`config.mk`:
```
export PLATFORM = sky130hd
export DESIGN_NAME = unified_mem_arbiter
export DESIGN_NICKNAME = d
export VERILOG_FILES = /design/src/rtl/unified_mem_arbiter.sv
export SDC_FILE = /design/constraint.sdc
export NUM_CORES = 1
export LEC_CHECK = 0
export CORE_MARGIN = 10
export CORE_UTILIZATION = 37
export CTS_CLUSTER_DIAMETER = 150
export DETAILED_ROUTE_END_ITERATION = 6
export GPL_TIMING_DRIVEN = 0
export HOLD_SLACK_MARGIN = 0.15
export PLACE_DENSITY = 0.93
export SYNTH_ARGS = -nofsm -noshare
export SYNTH_HDL_FRONTEND = slang
export SYNTH_SLANG_ARGS = --single-unit
export TNS_END_PERCENT = 5
```
`constraint.sdc`:
```
create_clock -name clk -period 4.6 [get_ports clk]
set_input_delay 1.38 -clock clk [delete_from_list [all_inputs] [get_ports clk]]
set_output_delay 1.38 -clock clk [all_outputs]
set_load 0.005 [all_outputs]
```
`src/rtl/unified_mem_arbiter.sv`:
```
// Arbitrates one single-port fixed-latency memory between instruction fetch (IF) and load/store (D).
// Optional IF anti-starvation guard: define STARVE_GUARD_EN.
module unified_mem_arbiter #(
    parameter int ADDR_W     = 32,
    parameter int DATA_W     = 32,
    parameter int MEM_LAT    = 2,
    parameter int STARVE_MAX = 4
) (
    input  logic              clk,
    input  logic              n_rst,
    input  logic              if_req,
    input  logic [ADDR_W-1:0] if_addr,
    output logic              if_gnt,
    output logic              if_rvalid,
    output logic [DATA_W-1:0] if_rdata,
    input  logic              d_req,
    input  logic              d_we,
    input  logic [ADDR_W-1:0] d_addr,
    input  logic [DATA_W-1:0] d_wdata,
    output logic              d_gnt,
    output logic              d_rvalid,
    output logic [DATA_W-1:0] d_rdata,
    output logic              mem_en,
    output logic              mem_we,
    output logic [ADDR_W-1:0] mem_addr,
    output logic [DATA_W-1:0] mem_wdata,
    input  logic [DATA_W-1:0] mem_rdata,
    output logic              busy,
    output logic [1:0]        dbg_state
);

    // Handshake: a requester holds req (and its address/data) until it sees gnt in the
    // same cycle; gnt only appears in IDLE and the request fields are latched on that edge.
    // The owner's rvalid pulses exactly MEM_LAT cycles later.
    typedef enum logic [1:0] {
        IDLE   = 2'd0,
        ACC_IF = 2'd1,
        ACC_D  = 2'd2
    } state_t;

    localparam int LAT_W = $clog2(MEM_LAT + 1);
    localparam logic [LAT_W-1:0] LAT_LAST = LAT_W'(MEM_LAT);

    state_t            state_q;
    logic [LAT_W-1:0]  lat_q;
    logic              mem_en_q;
    logic              mem_we_q;
    logic [ADDR_W-1:0] mem_addr_q;
    logic [DATA_W-1:0] mem_wdata_q;
    logic              force_if;
    logic              in_idle;
    logic              last_cyc;

`ifdef STARVE_GUARD_EN
    localparam int SW = $clog2(STARVE_MAX + 1);
    localparam logic [SW-1:0] STARVE_TOP = SW'(STARVE_MAX);

    logic [SW-1:0] starve_q;
    logic [SW-1:0] starve_d;

    assign force_if = (starve_q == STARVE_TOP) && if_req && d_req;

    // Counts D wins that left a fetch waiting; saturates so it only ever forces one IF slot.
    always_comb begin
        starve_d = starve_q;
        if (d_gnt) begin
            if (!if_req)
                starve_d = '0;
            else if (starve_q != STARVE_TOP)
                starve_d = starve_q + SW'(1);
        end else if (if_gnt) begin
            starve_d = '0;
        end
    end

    always_ff @(posedge clk or negedge n_rst) begin
        if (!n_rst)
            starve_q <= '0;
        else
            starve_q <= starve_d;
    end
`else
    assign force_if = 1'b0;
`endif

    assign in_idle  = (state_q == IDLE);
    assign d_gnt    = in_idle && d_req && !force_if;
    assign if_gnt   = in_idle && if_req && !d_gnt;
    assign last_cyc = !in_idle && (lat_q == LAT_LAST);

    assign if_rvalid = last_cyc && (state_q == ACC_IF);
    assign d_rvalid  = last_cyc && (state_q == ACC_D);
    assign if_rdata  = if_rvalid ? mem_rdata : '0;
    assign d_rdata   = d_rvalid ? mem_rdata : '0;

    assign mem_en    = mem_en_q;
    assign mem_we    = mem_we_q;
    assign mem_addr  = mem_addr_q;
    assign mem_wdata = mem_wdata_q;
    assign busy      = !in_idle;
    assign dbg_state = state_q;

    always_ff @(posedge clk or negedge n_rst) begin
        if (!n_rst) begin
            state_q     <= IDLE;
            lat_q       <= '0;
            mem_en_q    <= 1'b0;
            mem_we_q    <= 1'b0;
            mem_addr_q  <= '0;
            mem_wdata_q <= '0;
        end else begin
            case (state_q)
                IDLE: begin
                    if (d_gnt) begin
                        state_q     <= ACC_D;
                        lat_q       <= LAT_W'(1);
                        mem_en_q    <= 1'b1;
                        mem_we_q    <= d_we;
                        mem_addr_q  <= d_addr;
                        mem_wdata_q <= d_wdata;
                    end else if (if_gnt) begin
                        state_q     <= ACC_IF;
                        lat_q       <= LAT_W'(1);
                        mem_en_q    <= 1'b1;
                        mem_we_q    <= 1'b0;
                        mem_addr_q  <= if_addr;
                        mem_wdata_q <= '0;
                    end
                end
                default: begin
                    if (lat_q == LAT_LAST) begin
                        state_q  <= IDLE;
                        lat_q    <= '0;
                        mem_en_q <= 1'b0;
                        mem_we_q <= 1'b0;
                    end else begin
                        lat_q <= lat_q + LAT_W'(1);
                    end
                end
            endcase
        end
    end

endmodule

```
-- Yosys cells after proc, flatten, opt, wreduce, memory -nomap -nowiden
Cells that the tools add are included.
- flip-flop bits (word level): 70
- word-level logic and storage cells: 44
- multiplexer cells: 20
- $add $sub $neg: 1
- equality and inequality tests: 4
- reduce and logical (&&, ||, !) cells: 13
- operators by type and width (operator ; count):
    $mux W32 ; 6
    $mux W2 ; 7
    $mux W1 ; 7
    $logic_and A1 B1 Y1 ; 6
    $eq A2 B2 Y1 const B ; 2
    $reduce_and A2 Y1 ; 2
    $reduce_bool A2 Y1 ; 2
    $ne A3 B3 Y1 const B ; 1
    $add A2 B1 Y2 const B ; 1
    $eq A2 B1 Y1 const B ; 1
    $logic_not A1 Y1 ; 2
    $logic_not A2 Y1 ; 1

-- Depth between registers and ports, before layout
- depth in word-level cells: 7
- depth in mapped cells: 5
- gate-level depth less buffers: 4

-- Worst setup path after synthesis
OpenSTA, ideal clock, no wires.
- path kind: input -> output
- start: input port d_req
- end: output port if_gnt
- arrival: 2032 ps
- buffers on the path: 2
- slack: 1188 ps
- cell stages on the path: 3
- cells stage by stage: clkbuf_1 > clkbuf_1 > nor2_1
- longest elaborated chain between the ends: 3
- RTL lines (element ; RTL line ; text):
    start, declared ; 16 ; input logic d_req,
    $logic_and A1 B1 Y1 ; 87 ; assign d_gnt = in_idle && d_req && !force_if;
    $logic_not A1 Y1 ; 88 ; assign if_gnt = in_idle && if_req && !d_gnt;
    $logic_and A1 B1 Y1 ; 88 ;
    end, declared ; 13 ; output logic if_gnt,
Every way passes these cells.

-- Worst setup path in the final report
Ends and elaborated chain as after synthesis.

==> results.txt <==
First drt pass iteration count -> 4
Worst clock skew -> 0.0199 ns
Initial DRC count -> 282
CTS buffer count -> 9
Reg-to-Reg End -> mem_addr[4]
Worst Path Arrival -> 3.11 ns
Share of cells above drive strength 1 -> 8.06%
GPL Wtd Cong -> 0.812
CP required -> 3.22 ns
Leak pwr -> 2.69 nW
Critical path launch point -> d_req
Initial Utilization -> 38.2%
Root buffer cell -> clkbuf_8
Antenna violations before repair -> 0
Die H -> 118 um
GR Overflow Total -> 0
Ys async rst share -> 100%
Post-synth EDFFs -> 0
Hold WS -> 0.500 ns
Die X -> 118 um
Prevailing post-synth register cell -> dfrtp_1
Max Slew Vio Count -> 0
Power density over the cells -> 521 nW/um^2
CP endpoint kind -> primary output
Fin. Hold Viols -> 0
Kind of critical path -> in2out
Core area -> 9330 sq um
N_diodes -> 0
R2r setup slk -> 3.07 ns
Area leader, netlist -> dfrtp_1
Drc violations -> 0
Vias in the first global route -> 4,456
Synth top area share -> 49.1%
Port Buffers -> 269
Startpoint types -> primary input
Yosys warnings -> 0
Max Freq -> 0.223 GHz
Worst skew pair latency -> 0.35 ns
Setup crit end -> if_gnt
Max Cap Viol -> 0
Crit-path max cell delay -> 0.47 ns
Clock transition at path regs -> 0.08 ns
Synth cell types -> 20
GRT Util Overall -> 21.9%
Worst Path Max Fanout -> 10
Worst hold path class -> reg2reg
# clock sinks -> 70
Final WS setup -> 0.112 ns
Synth top area cells -> dfrtp_1 49%, and2_1 11%, a22o_1 8.4%
Final WL -> 15,800 um
Synthesized cell area -> 3560 sq um
Num rows -> 35
Postcts setup bufs -> 0
Clock tree buffer depth -> 2
Critical R2R Launch -> dbg_state[1]
CTS tree -> yes
CP Cell Sequence -> clkdlybuf4s50_1 > clkbuf_1 > clkbuf_2 > nor2_1 > clkdlybuf4s50_1
Outcome -> finished, final reports clean
Net Count, Synth -> 482
Final Cycle Share -> 97.6%
Pin count of the biggest net entering global routing -> 71
P&R area growth vs syn -> 85.6%
Global-route wire length before repair -> 24,800 um
Vias after detailed routing -> 3,984
Commonest cells in the synthesized netlist -> 70 x dfrtp_1, 64 x and2_1, 34 x a22o_1, 34 x o21ai_1
# setup viols final -> 0
Vias/cell -> 5.23
Design area -> 6620 sq um
Detail Placement HPWL -> 12,800 um
RSZ-0062 raised after global routing -> false
Top cell by count, worst path -> clkdlybuf4s50_1
Rel. slew slack -> 42.0%
Slowest-stage cell, CP -> clkdlybuf4s50_1
IO Count -> 270
Die area -> 14,000 sq um
Mapped Cells -> 349
DP Worst Slack -> -0.0473 ns
WL/cell -> 20.8 um
Yosys reg bits -> 70
Max VDD drop -> 0.321 mV
Antenna violation net count after detailed routing -> 0
Placed Area -> 6420 sq um
Register area share after synthesis -> 49.1%
Nets -> 761
Worst-margin pin slew -> 0.870 ns
Setup_tns -> 0 ns
Avg Inst Size Synth -> 10.2 sq um
Worst R2R Path Depth -> 5
Count leader, synth -> dfrtp_1
H-tree levels -> 3
Post-route minimum period -> 4.49 ns
[critical path: cells and delay by family]
kind	cells	cell delay, ns
simple gates	1	0.07
buf+inv	4	1.66
[metal layers]
metal	GRT usage [%]	vias to the layer above	share of wire [%]
met2	39.6	201	52
li1	-	1831	-
met4	4.87	0	1.5
met5	0	-	0
met1	23.1	1932	37
met3	9.04	20	9.6
[metrics by stage]
| stage | util [%] | total power [W] | instances |
|---|---|---|---|
| finish | 70.9 | 0.00345 | 762 |
| global route | 70.9 | 0.00369 | 762 |
| CTS | 71.0 | 0.00349 | 763 |
| detailed placement | 68.8 | 0.00296 | 747 |
| global placement | 68.8 | 0.00288 | 747 |
| floorplan | - | 0.00189 | 349 |
[registers in the layout (all words and copies together), names as in the netlist]
register   cells
mem_wdata     32
mem_we         1
mem_addr      32
mem_en         1
dbg_state      2
lat_q          2
[power breakdown]
group / switching [W] / internal, W
Combinational: 0.000720 / 0.00109
Sequential: 0.000218 / 0.000905
Clock: 0.000256 / 0.000257
[worst min-delay path by stage]
| stage | from | endpoint | depth (start not counted) |
|---|---|---|---|
| after floorplan | lat_q[0] | lat_q[0] | 1 |
| after global placement | mem_en | mem_en | 2 |
| after detailed placement | mem_wdata[18] | mem_wdata[18] | 1 |
| after CTS | mem_en | mem_en | 2 |
| after global routing | mem_wdata[19] | mem_wdata[19] | 1 |
| final | mem_en | mem_en | 2 |
[cells in the final DEF, fill, tap and decap left out]
| master | instances |
|---|---|
| a22o_1 | 34 |
| a22oi_1 | 32 |
| clkinv_2 | 1 |
| dfrtp_1 | 70 |
| clkdlybuf4s50_1 | 268 |
| o31ai_1 | 2 |
| clkbuf_1 | 6 |
| o21ai_2 | 1 |
| nor3b_2 | 3 |
| nor2b_1 | 32 |
| buf_4 | 9 |
| a21o_1 | 2 |
| clkbuf_8 | 9 |
| nor4_1 | 1 |
| inv_2 | 1 |
| nand2_1 | 3 |
| bufinv_16 | 1 |
| a31oi_1 | 32 |
| inv_6 | 4 |
| nor2_1 | 2 |
| nor2_2 | 1 |
| nand2b_4 | 1 |
| buf_2 | 18 |
| o21ai_1 | 34 |
| clkbuf_2 | 1 |
| and2_1 | 64 |
| clkinvlp_4 | 1 |
[logic make-up after synthesis]
logic type,synth area share [%]
AO/OA/AOI/OAI,26.6
AND/OR/NAND/NOR,19.2
flip-flops,49.1
buffers and inverters,5.12
[final cells by class]
cell class              instances  area (sq um)
clock inverters                 7          77.6
plain buffers                  33           178
clock buffers                   9           124
inverters                       1          3.75
well taps                     129           161
flip-flops and latches         70          1750
repair buffers                269          2690
multi-input cells             244          1630
fillers                       690          2710
[timing repair]
item / CTS / global route
hold buffers: 0 / 0
resized for setup: 2 / 0
endpoints found under the setup margin: 1 / 1
Note: power is estimated with default switching activity, not from simulation.
